## src/rtl/axi_rd_responder.sv

```systemverilog
// AXI4 read-only responder in front of a 1-cycle-latency 64-bit word SRAM.
// Beats are issued into a one-stage read pipeline and then a 2-entry output
// FIFO. When the FIFO is empty the pipeline stage drives R directly, so the
// first beat is visible in the cycle the SRAM data returns.
//
// state | meaning
// ------+----------------------------------------------------------
// IDLE  | ar_ready_o high, waiting for an AR handshake
// ISSUE | issuing one beat per cycle while output space allows
module axi_rd_responder #(
  parameter int AddrWidth = 64,
  parameter int IdWidth   = 4,
  parameter int MemWords  = 65536,
  localparam int MemAw    = $clog2(MemWords)
) (
  input  logic                 clk_i,
  input  logic                 rst_ni,
  input  logic                 clr_i,
  input  logic                 ar_valid_i,
  output logic                 ar_ready_o,
  input  logic [AddrWidth-1:0] ar_addr_i,
  input  logic [7:0]           ar_len_i,
  input  logic [2:0]           ar_size_i,
  input  logic [1:0]           ar_burst_i,
  input  logic [IdWidth-1:0]   ar_id_i,
  output logic                 r_valid_o,
  input  logic                 r_ready_i,
  output logic [63:0]          r_data_o,
  output logic [IdWidth-1:0]   r_id_o,
  output logic [1:0]           r_resp_o,
  output logic                 r_last_o,
  output logic                 mem_req_o,
  output logic [MemAw-1:0]     mem_addr_o,
  input  logic [63:0]          mem_rdata_i
);

  localparam logic [1:0] RespOkay   = 2'd0;
  localparam logic [1:0] RespSlvErr = 2'd2;
  localparam logic [1:0] RespDecErr = 2'd3;

  typedef enum logic {S_IDLE, S_ISSUE} state_t;

  state_t               r_state, w_state_nxt;
  logic [MemAw-1:0]     r_waddr;
  logic [7:0]           r_beat_cnt;
  logic [IdWidth-1:0]   r_id;
  logic [1:0]           r_err;
  logic                 r_fixed;

  logic                 r_pv;
  logic [IdWidth-1:0]   r_p_id;
  logic [1:0]           r_p_resp;
  logic                 r_p_last;

  logic [63:0]          r_f_data [2];
  logic [IdWidth-1:0]   r_f_id   [2];
  logic [1:0]           r_f_resp [2];
  logic                 r_f_last [2];
  logic                 r_f_wr, r_f_rd;
  logic [1:0]           r_f_cnt;

  logic [AddrWidth-1:0] w_ar_word;
  logic [1:0]           w_ar_err;
  logic                 w_ar_hs, w_pop, w_space, w_issue;
  logic                 w_fifo_empty, w_push, w_fifo_pop;
  logic [63:0]          w_p_data;

  assign w_ar_word    = ar_addr_i >> 3;
  assign w_ar_hs      = ar_valid_i & ar_ready_o;
  assign w_fifo_empty = (r_f_cnt == 2'd0);
  assign r_valid_o    = !w_fifo_empty | r_pv;
  assign w_pop        = r_valid_o & r_ready_i;
  assign w_fifo_pop   = w_pop & !w_fifo_empty;
  // A pipeline beat skips the FIFO only when it is presented and taken at once.
  assign w_push       = r_pv & !(w_fifo_empty & r_ready_i);
  // Issue only if the beat still fits once the current pipeline beat lands.
  assign w_space      = ({1'b0, r_f_cnt} + {2'b0, r_pv}) < (3'd2 + {2'b0, w_pop});
  assign w_p_data     = (r_p_resp == RespOkay) ? mem_rdata_i : 64'd0;
  assign mem_addr_o   = r_waddr;

  // Error class is fixed for the whole burst at AR acceptance.
  always_comb begin
    w_ar_err = RespOkay;
    if (w_ar_word >= AddrWidth'(MemWords))         w_ar_err = RespDecErr;
    else if (ar_size_i != 3'd3 || ar_burst_i == 2'd2) w_ar_err = RespSlvErr;
  end

  // State register.
  always_ff @(posedge clk_i or negedge rst_ni) begin
    if (!rst_ni)    r_state <= S_IDLE;
    else if (clr_i) r_state <= S_IDLE;
    else            r_state <= w_state_nxt;
  end

  // Next-state, AR ready and SRAM strobe.
  always_comb begin
    w_state_nxt = r_state;
    ar_ready_o  = 1'b0;
    w_issue     = 1'b0;
    mem_req_o   = 1'b0;
    case (r_state)
      S_IDLE: begin
        ar_ready_o = 1'b1;
        if (ar_valid_i) w_state_nxt = S_ISSUE;
      end
      S_ISSUE: begin
        if (w_space) begin
          w_issue   = 1'b1;
          mem_req_o = (r_err == RespOkay);
          if (r_beat_cnt == 8'd0) w_state_nxt = S_IDLE;
        end
      end
      default: w_state_nxt = S_IDLE;
    endcase
  end

  // Burst context: latched on AR, stepped on every issued beat.
  always_ff @(posedge clk_i or negedge rst_ni) begin
    if (!rst_ni) begin
      r_waddr <= '0; r_beat_cnt <= '0; r_id <= '0; r_err <= RespOkay; r_fixed <= 1'b0;
    end else if (clr_i) begin
      r_waddr <= '0; r_beat_cnt <= '0; r_id <= '0; r_err <= RespOkay; r_fixed <= 1'b0;
    end else if (w_ar_hs) begin
      r_waddr    <= w_ar_word[MemAw-1:0];
      r_beat_cnt <= ar_len_i;
      r_id       <= ar_id_i;
      r_err      <= w_ar_err;
      r_fixed    <= (ar_burst_i == 2'd0);
    end else if (w_issue) begin
      r_beat_cnt <= r_beat_cnt - 8'd1;
      if (!r_fixed) r_waddr <= r_waddr + 1'b1;
    end
  end

  // One-cycle stage matching the SRAM read latency.
  always_ff @(posedge clk_i or negedge rst_ni) begin
    if (!rst_ni) begin
      r_pv <= 1'b0; r_p_id <= '0; r_p_resp <= RespOkay; r_p_last <= 1'b0;
    end else if (clr_i) begin
      r_pv <= 1'b0; r_p_id <= '0; r_p_resp <= RespOkay; r_p_last <= 1'b0;
    end else begin
      r_pv <= w_issue;
      if (w_issue) begin
        r_p_id   <= r_id;
        r_p_resp <= r_err;
        r_p_last <= (r_beat_cnt == 8'd0);
      end
    end
  end

  // FIFO pointers and occupancy.
  always_ff @(posedge clk_i or negedge rst_ni) begin
    if (!rst_ni) begin
      r_f_wr <= 1'b0; r_f_rd <= 1'b0; r_f_cnt <= 2'd0;
    end else if (clr_i) begin
      r_f_wr <= 1'b0; r_f_rd <= 1'b0; r_f_cnt <= 2'd0;
    end else begin
      if (w_push)     r_f_wr <= ~r_f_wr;
      if (w_fifo_pop) r_f_rd <= ~r_f_rd;
      r_f_cnt <= r_f_cnt + 2'(w_push) - 2'(w_fifo_pop);
    end
  end

  // FIFO storage; contents are don't-care while the entry is empty.
  always_ff @(posedge clk_i) begin
    if (w_push) begin
      r_f_data[r_f_wr] <= w_p_data;
      r_f_id[r_f_wr]   <= r_p_id;
      r_f_resp[r_f_wr] <= r_p_resp;
      r_f_last[r_f_wr] <= r_p_last;
    end
  end

  // R channel: FIFO head, else the pipeline beat, else all zero.
  always_comb begin
    r_data_o = 64'd0;
    r_id_o   = '0;
    r_resp_o = RespOkay;
    r_last_o = 1'b0;
    if (!w_fifo_empty) begin
      r_data_o = r_f_data[r_f_rd];
      r_id_o   = r_f_id[r_f_rd];
      r_resp_o = r_f_resp[r_f_rd];
      r_last_o = r_f_last[r_f_rd];
    end else if (r_pv) begin
      r_data_o = w_p_data;
      r_id_o   = r_p_id;
      r_resp_o = r_p_resp;
      r_last_o = r_p_last;
    end
  end

endmodule

```

## config.mk

```make
export PLATFORM = sky130hd
export DESIGN_NAME = axi_rd_responder
export DESIGN_NICKNAME = d
export VERILOG_FILES = /design/src/rtl/axi_rd_responder.sv
export SDC_FILE = /design/constraint.sdc
export NUM_CORES = 1
export LEC_CHECK = 0
export BUFFER_PORTS_ARGS = -buffer_cell sky130_fd_sc_hd__buf_2
export CORE_ASPECT_RATIO = 0.7
export CORE_MARGIN = 2
export CORE_UTILIZATION = 25
export CTS_CLUSTER_DIAMETER = 150
export DETAILED_ROUTE_END_ITERATION = 7
export GPL_TIMING_DRIVEN = 0
export PLACE_DENSITY = 0.54
export RECOVER_POWER = 25
export SLEW_MARGIN = 5
export SYNTH_ARGS = -nofsm -noshare
export SYNTH_HDL_FRONTEND = slang
export SYNTH_SLANG_ARGS = --single-unit
export TNS_END_PERCENT = 1
```

## constraint.sdc

```tcl
create_clock -name clk_i -period 5.4 [get_ports clk_i]
set_clock_uncertainty 0.05 [all_clocks]
set_input_delay 0.81 -clock clk_i [delete_from_list [all_inputs] [get_ports clk_i]]
set_output_delay 0.81 -clock clk_i [all_outputs]
set_load 0.005 [all_outputs]
```

[Yosys cells after proc, flatten, opt, wreduce, memory -nomap -nowiden]
Memory sizes are Yosys's and may differ from the RTL's.
Index checks and enable logic that the tools add are counted.
Storage, ports and cells
  output and inout bits: 90
  memories: 4
  register bits: 44
  bits in writable memories: 142
  word-level logic and storage cells: 99
Cells by class
  bitwise operators: 9
  $add $sub $neg: 6
  reduce and logical (&&, ||, !) cells: 14
  equal/unequal tests: 3
  $lt $le $gt $ge: 2
  muxes and demuxes: 48
Memories
  r_f_data: words 2, bits a word 64, rd ports 1, clocked after Yosys merged registers in 0, wr ports 1, RTL line 55  | logic [63:0] r_f_data [2];
  r_f_id: words 2, bits a word 4, rd ports 1, clocked after Yosys merged registers in 0, wr ports 1, RTL line 56  | logic [IdWidth-1:0] r_f_id [2];
  r_f_resp: words 2, bits a word 2, rd ports 1, clocked after Yosys merged registers in 0, wr ports 1, RTL line 57  | logic [1:0] r_f_resp [2];
  r_f_last: words 2, bits a word 1, rd ports 1, clocked after Yosys merged registers in 0, wr ports 1, RTL line 58  | logic r_f_last [2];
Operator list (count)
  $mux 64: 3
  $mux 16: 4
  $ge 61x17->1 const B: 1
  $mux 4: 6
  $mux 8: 3
  $mux 1: 22
  $mux 2: 9
  $add 16x1->16 const B: 1
  $logic_not 2->1: 4
  $logic_not 8->1: 1
  $reduce_bool 2->1: 4
  $sub 8x1->8 const B: 1
  $ne 3x2->1 const B: 2
  $and 1x1->1: 5
  $add 2x1->3: 1
  $add 2x1->3 const A: 1
  $lt 3x3->1: 1
  $not 1->1: 3
  $reduce_bool 3->1: 1
  $add 2x1->2: 1
  $eq 2x2->1 const B: 1
  $logic_not 1->1: 2
  $pmux 1 s2: 1
  $reduce_and 2->1: 1
  3 further kinds: 3

[Depth between registers and ports, before layout]
Gate-level depths: netlist of run 1.
  word-level depth: 11
  mapped depth: 8

[Least setup slack after synthesis of run 1]
No wires, ideal clock.
  path kind: input port to flip-flop
  from: input r_ready_i
  to: memory r_f_data[0][0], enable pin
  arrival time: 3.947 ns
  cell stages on the path: 3
  slack: 0.902 ns
  path through: nand2_1 > nand2_1 > nor2_1
On the way
  cells in the longest elaborated chain, start to end: 5
RTL lines
  from (decl): RTL line 27  | input logic r_ready_i,
  $and 1x1->1: RTL line 75  | assign w_push = r_pv & !(w_fifo_empty & r_ready_i);
  $logic_not 1->1: RTL line 75
  $and 1x1->1: RTL line 75
  $mux 1: RTL line 166  | if (w_push) begin
  $mux 1 (not written as such): RTL line 167  | r_f_data[r_f_wr] <= w_p_data;
  to (decl): RTL line 55
No other way between the ends.

[Worst setup path in the final report of run 1]
  from: register r_f_cnt[1]
  to: output r_data_o[22]
On the way
  cells in the longest elaborated chain, start to end: 2
RTL lines
  from (decl): RTL line 60  | logic [1:0] r_f_cnt;
  from (signal assigned): RTL line 160  | r_f_cnt <= r_f_cnt + 2'(w_push) - 2'(w_fifo_pop);
  $logic_not 2->1: RTL line 70  | assign w_fifo_empty = (r_f_cnt == 2'd0);
  $mux 64: RTL line 180  | if (!w_fifo_empty) begin
  to (decl): RTL line 28  | output logic [63:0] r_data_o,
No other way between the ends.

==> flow_summary.toml, run 1 <==
[floorplanning]
die_y_um = 159
die_area_mm2 = 0.0357
rows = 56
coreArea_mm2 = 0.0336
io_pins = 240
die_x_um = 225
start_util_pct = 25.4

[finish]
diodes = 0
syn_to_final_growth_pct = 28.0
fillers = 3437
num-nets-final = 1145
drive_gt1_share_pct = 27.4
instances_no_fill = 1437

[routing]
ant_nets = 0
wl_per_cell_um = 16.7
drc = 0
wl_um = 23900
vias_per_cell = 4.59
drtIter0Drc = 444
drt_first_pass_iters = 5
vias = 6592

[power_and_ir_drop]
powerDensity_mw_per_mm2 = 382
pwr-share-clk_pct = 29.8
power_mw = 4.17
comb_power_share_pct = 28.9
p_seq_share_pct = 41.4
netSwitchingPower_mw = 1.38
swShare_pct = 33.0
p_leak_nw = 4.53
peakVddDrop_uv = 143
p_int_mw = 2.79

[cts]
cts_root_buf = "clkbuf_16"
cts_sinks = 186
post_cts_buffers = 0
hold_buffers = 0
clkTransAtPathRegs_ps = 80
postCtsResizedCells = 0
worstSkewPairLatency_ps = 440
htreeDepth = 4
cts_tree = "done"
cts.path.max_buffers = 2
cts_buffers = 17

[worst_setup_path]
critPathKind = "flop to output pin"
crit_fanout = 10
cp-end-kind = "output pin"
start_kind = "flop"
required_ps = 4540
critPathArrivalTime_ps = 3120

[sta]
relSlewSlack_pct = -68.9
rsz0062_at_grt = "false"
hold_violations = 0
drv_slew = 45
period_needed_ps = 3980
fin_ws_ps = 1420
finalSetupViolCount = 0
post-route-period-util_pct = 73.8
holdWs_ps = 453
setup-tns-final_ps = 0
worst_pin_slew_ps = 2530
max_freq_mhz = 251

[placed_design]
io_buffers = 236
place_ws_ps = 1630
hpwl_um = 16900
gp_congestion = 0.799
placed_cells = 1405

[synth]
avgSynthCellArea_um2 = 11.7
synth-edff-count = 142
syn_inst = 730
seq_area_frac_synth_pct = 62.9
syn-num-nets = 886
synth_warnings = 0
synth_cell_types = 41
synth_seq_cells = 186
syn_area_mm2 = 0.00854
synth_ff_type = "edfxtp_1"
async_reset_ff_share_pct = 23.7

[global_routing]
grt_start_max_net_pins = 45
antenna_found_initial = 1
overflow = 0
grt.total_usage_pct = 13.3
grt_pass1_vias = 6316
grt_pass1_wl_um = 35800

[outcome]
violations = "max-capacitance violations, max-slew violations"
run_status = "finished with violations"

[min_path]
min_path_type = "flop to flop"

[flow_run]
max_cap_violations = 1
==> area by class of cell <==
| cell class | count | area [um2] | share of cell area [%] |
|---|---|---|---|
| plain buffers | 42 | 159 | 1.45 |
| clock buffers | 18 | 429 | 3.93 |
| clock inverters | 14 | 141 | 1.29 |
| inverters | 73 | 274 | 2.51 |
| multi-input cells | 429 | 2750 | 25.2 |
| flip-flops and latches | 186 | 5370 | 49.1 |
| well taps | 435 | 544 | 4.98 |
| repair buffers | 240 | 1260 | 11.5 |
==> synth_stat cells, types with 6 or more instances <==
cell	n	area [um2]
inv_1	73	274
o22ai_1	65	407
buf_1	7	26.3
xor2_1	9	78.8
o21ai_0	11	55.1
xnor2_1	6	52.6
dfrtp_1	44	1100
nor4_1	18	113
a211oi_1	14	105
mux2i_1	72	721
ha_1	6	75.1
edfxtp_1	142	4260
nand4_1	7	43.8
clkbuf_1	34	128
a21oi_1	22	110
nand3_1	13	65.1
nand2_1	98	368
o21ai_1	6	30.0
nor2_1	36	135
nor3_1	9	45.0
==> layout by cell type (no fill, tap or decap), types with 3 or more instances in the layout <==
cell type	instances
a2111oi_0	3
a211oi_1	14
a211oi_2	3
a21oi_1	22
and3_1	3
buf_1	7
buf_12	3
buf_2	231
clkbuf_1	41
clkbuf_16	17
clkinvlp_4	4
dfrtp_1	44
edfxtp_1	142
ha_1	6
inv_1	73
inv_6	3
mux2i_1	72
nand2_1	98
nand2b_1	3
nand3_1	13
nand4_1	7
nor2_1	35
nor2b_1	4
nor3_1	9
nor4_1	18
o21ai_0	11
o21ai_1	6
o22ai_1	65
or3_1	3
xnor2_1	6
xor2_1	9
==> cells by family (layout without fill, tap and decap cells) <==
group                      after synthesis  after routing  share of synthesized area [%]
AOI/OAI and AO/OA                      134            134                           10.2
xor gates and xnor gates                15             15                           1.54
adders and majority gates                6              6                          0.879
buffers and inverters                  115            387                           5.07
muxes                                   72             72                           8.44
and+or+nand+nor                        202            202                           11.0
DFF                                    186            186                           62.9
==> flip-flops by register name, indices dropped and copies added, names as in the netlist, 4 cells and up <==
name and flops:
r_f_data 128, r_id 4, r_beat_cnt 8, r_f_resp 4, mem_addr_o 16, r_p_id 4
r_f_id 8
==> worst paths after layout <==
check | slack, ps | endpoint | depth (start not counted) | start
max reg2reg | 2630 | mem_addr_o[11] | 7 | r_pv
min | 450 | r_f_id[1][0] | 0 | r_p_id[0]
max | 1420 | r_data_o[22] | 5 | r_f_cnt[1]
min reg2reg | 450 | r_f_id[1][0] | 0 | r_p_id[0]
min in group asynchronous | 1100 | r_beat_cnt[0] | 1 | rst_ni
max in group asynchronous | 2750 | r_p_resp[1] | 1 | rst_ni
==> per-layer routing <==
layer | GRT usage [%] | vias to the layer above | share of wire [%]
met4 | 2.18 | 2 | 0.43
li1 | - | 3190 | -
met3 | 3.71 | 10 | 6.3
met1 | 18.8 | 3173 | 49
met2 | 20.7 | 217 | 44
met5 | 0 | - | 0.054
==> stage by stage <==
stage	util, %	cell area, um2
6_report	32.5	10900
2_1_floorplan	-	8540
5_1_grt	32.5	10900
3_5_place_dp	30.9	10400
4_1_cts	32.6	10900
3_3_place_gp	30.6	10300
==> power groups by stage <==
stage | Sequential (mW) | Combinational, mW | Clock (mW)
finish | 1.72 | 1.20 | 1.24
global route | 1.74 | 1.33 | 1.34
CTS | 1.73 | 1.23 | 1.28
detailed placement | 1.76 | 1.22 | 0
global placement | 1.76 | 1.20 | 0
floorplan | 1.75 | 0.688 | 0
==> critical path, cell delays in order (launching register included) <==
cell and delay [ps]:
dfrtp_1 460, nor2_1 690, nand2_1 650, clkbuf_1 400, o22ai_1 320, buf_2 170
No activity file was read; power rests on OpenSTA's default activity.
==> run 2: changes to the inputs <==
==> constraint.sdc (replaced) <==
create_clock -name clk_i -period 3.75 [get_ports clk_i]
set_clock_uncertainty 0.05 [all_clocks]
set_input_delay 0.5625 -clock clk_i [delete_from_list [all_inputs] [get_ports clk_i]]
set_output_delay 0.5625 -clock clk_i [all_outputs]
set_load 0.005 [all_outputs]
==> flow_summary.toml, run 2 (synthesis results as in run 1) <==
[routing]
drc = 0
vias_per_cell = 4.58
wl_per_cell_um = 16.5
ant_nets = 0
vias = 6590
drtIter0Drc = 318
wl_um = 23800
drt_first_pass_iters = 5

[worst_setup_path]
critPathKind = "flop to output pin"
start_kind = "flop"
critPathArrivalTime_ps = 2830
r2r_end = "mem_addr_o[11]"
worstSetupStartpoint = "r_f_cnt[0]"
r2r_setup_slack_ps = 930
rr_startpoint = "r_f_cnt[0]"
crit_end = "r_data_o[18]"
reg2regPathDepth = 7
required_ps = 3140
crit_fanout = 10
cp-end-kind = "output pin"

[finish]
drive_gt1_share_pct = 27.7
num-nets-final = 1146
largest_reg_flops = 128
diodes = 0
final_cell_mix = "buf_2, edfxtp_1, nand2_1"
max_flop_register = "r_f_data"
final_common_cell = "buf_2"
instances_no_fill = 1438
stdcell_area_mm2 = 0.0110
syn_to_final_growth_pct = 28.8
final_core_util_pct = 32.8

[floorplanning]
io_pins = 240
die_area_mm2 = 0.0357
rows = 56
start_util_pct = 25.4
coreArea_mm2 = 0.0336
die_y_um = 159
die_x_um = 225

[global_routing]
grt_pass1_vias = 6338
grt.total_usage_pct = 13.3
overflow = 0
grt_pass1_wl_um = 35500
grt_start_max_net_pins = 45
antenna_found_initial = 1

[placed_design]
hpwl_um = 17200
placed_cells = 1406
io_buffers = 236
gp_congestion = 0.809
place_area_mm2 = 0.0104

[cts]
worstSkewPairLatency_ps = 440
cts_root_buf = "clkbuf_16"
cts_sinks = 186
cts.path.max_buffers = 2
clkTransAtPathRegs_ps = 80
cts_tree = "done"
htreeDepth = 4
cts_buffers = 17

[sta]
hold_violations = 0
finalSetupViolCount = 0
max_freq_mhz = 290
post-route-period-util_pct = 91.9
relSlewSlack_pct = -62.2
drv_slew = 45
setup-tns-final_ps = 0
worst_pin_slew_ps = 2430
period_needed_ps = 3450
rsz0062_at_grt = "false"

[outcome]
run_status = "finished with violations"
violations = "max-capacitance violations, max-slew violations"

[power_and_ir_drop]
peakVddDrop_uv = 362
p_leak_nw = 4.58
powerDensity_mw_per_mm2 = 555
power_mw = 6.10

[flow_run]
max_cap_violations = 1

[min_path]
min_path_type = "primary input to flop"
==> run 2: cell count changes in the layout (fill, tap and decap cells not counted), sizes merged <==
cell and change:
clkinvlp -1, inv +2, clkinv -2, clkbuf -1, buf +1, bufinv +2
==> run 2: cell type report <==
class                   count  area (um2)
plain buffers              42         160
clock buffers              17         425
clock inverters            15         185
fillers                  3436       22600
inverters                  73         274
multi-input cells         429        2750
flip-flops and latches    186        5370
well taps                 435         544
repair buffers            241        1290
==> run 2: timing repair <==
item	4_1_cts	5_1_grt
endpoints found under the setup margin	61	2
hold buffers	0	0
resized for setup	2	1
buffers inserted	0	0
==> run 2: worst min-delay path by stage <==
stage	start	to	slack, ps	depth (start not counted)
after CTS	rst_ni	mem_addr_o[6]	270	1
after global routing	ar_len_i[1]	r_beat_cnt[1]	290	3
after global placement	r_p_id[0]	r_f_id[0][0]	440	0
final	ar_addr_i[7]	mem_addr_o[4]	310	3
after detailed placement	r_p_id[0]	r_f_id[0][0]	440	0
after floorplan	rst_ni	mem_addr_o[0]	220	0
==> run 2: where the power goes <==
group	switching (mW)	total [mW]	internal [mW]
clock network	0.820	1.88	1.06
registers	0.0789	2.49	2.41
logic	1.04	1.73	0.690
total	1.94	6.10	4.16
==> run 2: critical path: stages (launching register included) <==
cell and delay (ps):
dfrtp_1 460, nor2_2 500, nand2_1 560, clkbuf_1 390
o22ai_1 320, buf_2 170
==> run 2: stage by stage <==
step	setup WS, ps	hold slack (ps)
after floorplan	593	217
after global placement	-1010	441
final	303	306
after detailed placement	312	444
after CTS	3.84	265
after global routing	66.1	293
==> run 2: metal layers <==
metal,global-route usage (%),vias to the layer above,wire length (um)
li1,-,3183,-
met1,18.6,3187,11500
met2,20.8,204,10800
met3,2.97,14,1260
met4,3.34,2,212
met5,0,-,13
